<file path="src/rtl/relu_maxpool_2x2.sv">
// relu_maxpool_2x2
//
// Post-processing stage behind the 2D Sobel convolution engine. It takes the
// engine's raster-ordered stream of signed results and applies ReLU. It then
// applies 2x2 max-pooling with stride 2 and emits the pooled map in raster
// order. A frame is armed by start_signal, and frame completion is reported
// with a one-cycle done_signal pulse.
//
// Ports:
//   clk          clock
//   rst          asynchronous, active-low reset
//   start_signal one-cycle pulse, arms the block for a new frame (IDLE only)
//   data_in      signed convolution result, DATA_W bits
//   data_valid   data_in valid this cycle (no backpressure)
//   pool_out     signed pooled value (always >= 0), holds when not valid
//   pool_valid   one-cycle strobe per pooled sample
//   done_signal  one-cycle pulse, the cycle after the final pool_valid
//   busy         high from frame arming until done_signal pulses
module relu_maxpool_2x2 #(
    parameter int IN_W   = 30,
    parameter int IN_H   = 30,
    parameter int DATA_W = 22
) (
    input  logic                     clk,
    input  logic                     rst,
    input  logic                     start_signal,
    input  logic signed [DATA_W-1:0] data_in,
    input  logic                     data_valid,
    output logic signed [DATA_W-1:0] pool_out,
    output logic                     pool_valid,
    output logic                     done_signal,
    output logic                     busy
);

    localparam int XW   = (IN_W > 1) ? $clog2(IN_W) : 1;
    localparam int YW   = (IN_H > 1) ? $clog2(IN_H) : 1;
    localparam int CI   = (XW > 1) ? XW - 1 : 1;
    localparam int RB   = IN_W / 2;
    localparam int NOUT = (IN_W / 2) * (IN_H / 2);
    localparam int CW   = $clog2(NOUT + 1);

    localparam logic [XW-1:0] X_LAST = XW'(IN_W - 1);
    localparam logic [YW-1:0] Y_LAST = YW'(IN_H - 1);
    localparam logic [XW-1:0] X_ONE  = XW'(1);
    localparam logic [YW-1:0] Y_ONE  = YW'(1);
    localparam logic [CW-1:0] C_ONE  = CW'(1);

    typedef enum logic [1:0] {
        S_IDLE = 2'd0,
        S_RUN  = 2'd1,
        S_DONE = 2'd2
    } state_t;

    // Negative results carry no feature energy downstream; clamp to zero.
    function automatic logic signed [DATA_W-1:0] relu(
        input logic signed [DATA_W-1:0] v
    );
        return v[DATA_W-1] ? '0 : v;
    endfunction

    // Signed maximum; operands are post-ReLU so no width growth is possible.
    function automatic logic signed [DATA_W-1:0] smax(
        input logic signed [DATA_W-1:0] a,
        input logic signed [DATA_W-1:0] b
    );
        return (a > b) ? a : b;
    endfunction

    state_t                    r_state;
    logic [XW-1:0]             r_in_x;
    logic [YW-1:0]             r_in_y;
    logic [CW-1:0]             r_out_cnt;
    logic signed [DATA_W-1:0]  r_hold;
    logic signed [DATA_W-1:0]  r_row_buf [RB];
    logic signed [DATA_W-1:0]  r_pool_p1;
    logic                      r_vld_p1;
    logic                      r_done;
    logic                      r_busy;

    logic                      w_accept_p0;
    logic                      w_x_last_p0;
    logic                      w_y_last_p0;
    logic [CI-1:0]             w_col_p0;
    logic signed [DATA_W-1:0]  w_relu_p0;
    logic signed [DATA_W-1:0]  w_hmax_p0;
    logic signed [DATA_W-1:0]  w_vmax_p0;

    // ---- stage p0: accept, ReLU, horizontal and vertical max ----
    assign w_accept_p0 = (r_state == S_RUN) && data_valid;
    assign w_x_last_p0 = (r_in_x == X_LAST);
    assign w_y_last_p0 = (r_in_y == Y_LAST);
    assign w_col_p0    = CI'(r_in_x >> 1);
    assign w_relu_p0   = relu(data_in);
    assign w_hmax_p0   = smax(r_hold, w_relu_p0);
    assign w_vmax_p0   = smax(r_row_buf[w_col_p0], w_hmax_p0);

    // ---- stage p1: registered pooled result, control FSM ----
    always_ff @(posedge clk or negedge rst) begin
        if (!rst) begin
            r_state   <= S_IDLE;
            r_in_x    <= '0;
            r_in_y    <= '0;
            r_out_cnt <= '0;
            r_hold    <= '0;
            for (int i = 0; i < RB; i++) begin
                r_row_buf[i] <= '0;
            end
            r_pool_p1 <= '0;
            r_vld_p1  <= 1'b0;
            r_done    <= 1'b0;
            r_busy    <= 1'b0;
        end else begin
            r_vld_p1 <= 1'b0;
            r_done   <= 1'b0;

            if (r_vld_p1) begin
                r_out_cnt <= r_out_cnt + C_ONE;
            end

            case (r_state)
                S_IDLE: begin
                    if (start_signal) begin
                        r_state   <= S_RUN;
                        r_in_x    <= '0;
                        r_in_y    <= '0;
                        r_out_cnt <= '0;
                        r_busy    <= 1'b1;
                    end
                end

                S_RUN: begin
                    if (w_accept_p0) begin
                        // Even columns open a horizontal pair; odd columns close it.
                        if (!r_in_x[0]) begin
                            r_hold <= w_relu_p0;
                        end else if (!r_in_y[0]) begin
                            // Top row of a window: park the pair max for the next row.
                            r_row_buf[w_col_p0] <= w_hmax_p0;
                        end else begin
                            r_pool_p1 <= w_vmax_p0;
                            r_vld_p1  <= 1'b1;
                        end

                        if (w_x_last_p0) begin
                            r_in_x <= '0;
                            if (w_y_last_p0) begin
                                r_in_y  <= '0;
                                r_state <= S_DONE;
                            end else begin
                                r_in_y <= r_in_y + Y_ONE;
                            end
                        end else begin
                            r_in_x <= r_in_x + X_ONE;
                        end
                    end
                end

                S_DONE: begin
                    // The final pool_valid is visible during this cycle.
                    r_state <= S_IDLE;
                    r_done  <= 1'b1;
                    r_busy  <= 1'b0;
                end

                default: begin
                    r_state <= S_IDLE;
                end
            endcase
        end
    end

    assign pool_out    = r_pool_p1;
    assign pool_valid  = r_vld_p1;
    assign done_signal = r_done;
    assign busy        = r_busy;

endmodule
</file>
<file path="config.mk">
export PLATFORM = sky130hd
export DESIGN_NAME = relu_maxpool_2x2
export DESIGN_NICKNAME = d
export VERILOG_FILES = /design/src/rtl/relu_maxpool_2x2.sv
export SDC_FILE = /design/constraint.sdc
export NUM_CORES = 1
export LEC_CHECK = 0
export CORE_UTILIZATION = 25
export CTS_CLUSTER_DIAMETER = 100
export DETAILED_ROUTE_END_ITERATION = 16
export MAX_ROUTING_LAYER = met4
export PLACE_DENSITY = 0.47
export SKIP_LAST_GASP = 1
export SYNTH_ARGS = -nofsm -noshare
export SYNTH_HDL_FRONTEND = slang
export SYNTH_SLANG_ARGS = --single-unit
</file>
<file path="constraint.sdc">
create_clock -name clk -period 7.25 [get_ports clk]
set_input_delay 1.0875 -clock clk [delete_from_list [all_inputs] [get_ports clk]]
set_output_delay 1.0875 -clock clk [all_outputs]
set_load 0.05 [all_outputs]
</file>
==> results.json <==
{
  "run_status": "complete, no violations",
  "post_route_cells_drive_above_1_share_pct": 14.0,
  "postSynth.topFlopCell": "sky130_fd_sc_hd__dfrtp_1",
  "synthTopCellsByArea": "sky130_fd_sc_hd__dfrtp_1 52%, sky130_fd_sc_hd__mux4_2 8.1%, sky130_fd_sc_hd__nand2_1 6.2%, sky130_fd_sc_hd__o21ai_0 5.5%, sky130_fd_sc_hd__a21oi_1 3.4%",
  "postRouteAntennaNets": 0,
  "clkLatencyLatePin_ns": 0.57,
  "starting_density_pct": 25.5,
  "multiInputGateArea_sq_um": 7900,
  "finalHoldViolCount": 0,
  "ios": 51,
  "avgRoutedWirePerCell_um": 19.2,
  "fp.dieArea_sq_um": 73000,
  "clock_power_share_pct": 26.4,
  "postSynthAreaPerCell_sq_um": 10.5,
  "power.switching_fraction_pct": 39.3,
  "power.ir.vdd_worst_uv": 157,
  "pwr-share-comb_pct": 39.1,
  "placed_cell_count": 2590,
  "portBuffers": 49,
  "tightest_slew_ns": 1.21,
  "cp_num_cells": 17,
  "skew_ns": 0.0205,
  "post_cts_resized": 0,
  "power.switching_mw": 3.32,
  "grt_first_pass_wirelength_um": 79900,
  "grt_setup_unrepaired": "false",
  "worstPathArrival_ns": 6.63,
  "cts-root-to-sink-buffers": 3,
  "die_w_um": 270,
  "seq_power_share_pct": 34.6,
  "holdCritPathClass": "input port to async pin",
  "report.final.setup_viol": 0,
  "drt_pre_antenna_iters": 5,
  "design.core.area_sq_um": 70600,
  "final_cycle_share_pct": 85.3,
  "number_of_buffers_inserted_during_clock_tree_synthesis": 44,
  "overflow": 0,
  "power_density_nw_per_um2": 408,
  "tritoncts_num_sinks": 372,
  "yosys.cell_count.top_type": "sky130_fd_sc_hd__dfrtp_1",
  "summed_instance_area_of_the_synthesized_netlist_sq_um": 18000,
  "worst_path_max_delay_cell": "sky130_fd_sc_hd__clkdlybuf4s50_1",
  "clockRootBuffer": "sky130_fd_sc_hd__clkbuf_16",
  "worstSetupPathType": "input port to register",
  "fmaxAchievable_mhz": 162,
  "count_of_different_cell_masters_after_synthesis": 54,
  "dpl.hpwl_um": 31100,
  "drt_iter0_markers": 794,
  "cpLargestDelayFamily": "compound AO/OA/AOI/OAI gates",
  "maxSlewViolCount": 0,
  "place.gp.congestion": 0.811,
  "number_of_global_route_vias_before_repair": 12913,
  "cap_violations": 0,
  "vias": 12681,
  "tritoncts": "built",
  "filler_cell_count": 7404,
  "n_antenna_cell": 0,
  "critical_path.startpoint_type": "input port",
  "worstPathCellList": "clkdlybuf4s50_1 -> nand2b_1 -> ha_1 -> nand3_1 -> or2_2 -> o211ai_4 -> buf_4 -> a21oi_2 -> a31oi_4 -> ha_1 -> a21oi_1 -> o21ai_0 -> a221oi_1 -> o2111ai_1 -> and2_1 -> nand2b_1 -> o221ai_1",
  "number_of_buffer_and_inverter_instances_along_the_worst_setup_path": 2,
  "synth_largest_type_area_fraction_pct": 51.8,
  "period_minus_slack_ns": 6.18,
  "synth_nets": 1782,
  "final_cell_count_without_fillers": 2667,
  "reg2regPathDepth": 15,
  "drt-vias-per-instance": 4.75,
  "timing.setup.tns_ns": 0,
  "postCtsHoldBufs": 0,
  "clock_tree.htree_level_count": 2,
  "slew-limit-headroom_pct": 19.3,
  "final_net_count": 1768,
  "edff_count_synth": 0,
  "layout-area-overhead-vs-synth_pct": 15.1,
  "end_kind": "register",
  "cp_max_fo": 21,
  "die_h_um": 270,
  "final-seq-area_sq_um": 9320,
  "grt_max_degree": 170,
  "clkSlewWorstSetupHoldPaths_ns": 0.06,
  "drc": 0,
  "async_flop_share_pct": 100,
  "synth-seq-area-share_pct": 51.8,
  "reg2reg_slack_ns": 2.14,
  "number_of_buffers_inserted_to_repair_setup_after_cts": 0,
  "synth_cells": 1710,
  "drt-total-wl_um": 51200,
  "yosys.area.top_type": "sky130_fd_sc_hd__dfrtp_1",
  "yosysWarnings": 0,
  "row_count": 97,
  "intPower_mw": 5.13,
  "cellLeakagePower_nw": 8.69,
  "worst-endpoint-required_ns": 7.70,
  "crit_path_max_incr_delay_ns": 0.75,
  "antenna_violations_before_repair": 1,
  "synth-seq-cells": 372,
  "top_post_synthesis_cells_by_count": "372 x sky130_fd_sc_hd__dfrtp_1, 297 x sky130_fd_sc_hd__nand2_1, 196 x sky130_fd_sc_hd__o21ai_0",
  "groute.usage.overall_pct": 14.6
}
-- per-stage QoR --
step | hold WS, ns | setup slack, ns | util (%) | cell area, sq um | power (mW)
2_1_floorplan | 0.445 | 2.43 | - | 18000 | 5.29
3_3_place_gp | 0.457 | 0.572 | 27.3 | 19300 | 6.23
3_5_place_dp | 0.466 | 0.474 | 27.3 | 19300 | 6.29
4_1_cts | 0.444 | 1.07 | 29.3 | 20700 | 8.56
5_1_grt | 0.466 | 0.673 | 29.3 | 20700 | 8.99
6_report | 0.454 | 1.07 | 29.3 | 20700 | 8.44
-- cell families after synthesis --
kind of cell	count (synthesis)	share of synthesized area [%]
fa+ha+maj	46	3.20
mux	91	9.70
flops	372	51.8
buf+inv	167	4.61
simple gates	512	12.3
other cells	1	0.0209
compound gates	521	18.4
-- power groups by stage --
stage	combinational, mW	sequential (mW)	clock (mW)
3_3_place_gp	3.28	2.95	0
5_1_grt	3.63	2.99	2.37
2_1_floorplan	2.35	2.94	0
6_report	3.30	2.92	2.23
3_5_place_dp	3.33	2.96	0
4_1_cts	3.34	2.93	2.29
-- flip-flops by register name, indices dropped and copies added (netlist names) --
register     cells
r_row_buf      315
pool_valid       1
r_state          2
busy             1
r_in_y           5
done_signal      1
pool_out        21
r_hold          21
r_in_x           5
-- cells in the final DEF, fill, tap and decap left out, types with 27 or more instances in the layout --
cell type / synthesis / final
sky130_fd_sc_hd__a21oi_1: 121 / 121
sky130_fd_sc_hd__buf_4: 29 / 29
sky130_fd_sc_hd__mux4_2: 65 / 65
sky130_fd_sc_hd__o21ai_0: 196 / 196
sky130_fd_sc_hd__nor2_1: 115 / 114
sky130_fd_sc_hd__nand2_1: 297 / 293
sky130_fd_sc_hd__clkdlybuf4s50_1: 0 / 48
sky130_fd_sc_hd__nand2b_1: 27 / 27
sky130_fd_sc_hd__dfrtp_1: 372 / 368
sky130_fd_sc_hd__clkbuf_16: 0 / 45
sky130_fd_sc_hd__o21ai_1: 64 / 64
sky130_fd_sc_hd__ha_1: 46 / 46
-- worst paths after layout --
path,startpoint,to
max in group asynchronous,rst,r_in_x[2]
setup reg to reg,r_in_x[2],pool_out[5]
hold / removal,rst,r_row_buf[290]
hold reg to reg,r_row_buf[73],r_row_buf[73]
setup / recovery,data_in[21],pool_out[5]
min in group clk,r_row_buf[73],r_row_buf[73]
-- routing by layer --
metal	track usage (%)	part of all wire (%)	wire, um	vias to the layer above
met5	-	0	0	-
met4	4.36	2.3	1190	0
met3	2.02	3.8	1960	78
met2	24.0	49	25100	235
met1	18.7	45	23000	6377
li1	-	-	-	5991
-- layout make-up --
class                   count  area share, %
flip-flops and latches    372           45.0
inverters                  26          0.471
clock buffers              62           6.08
clock inverters            15          0.864
repair buffers             81           3.73
well taps                 940           5.68
multi-input cells        1171           38.2
(Power assumes the default switching activity.)
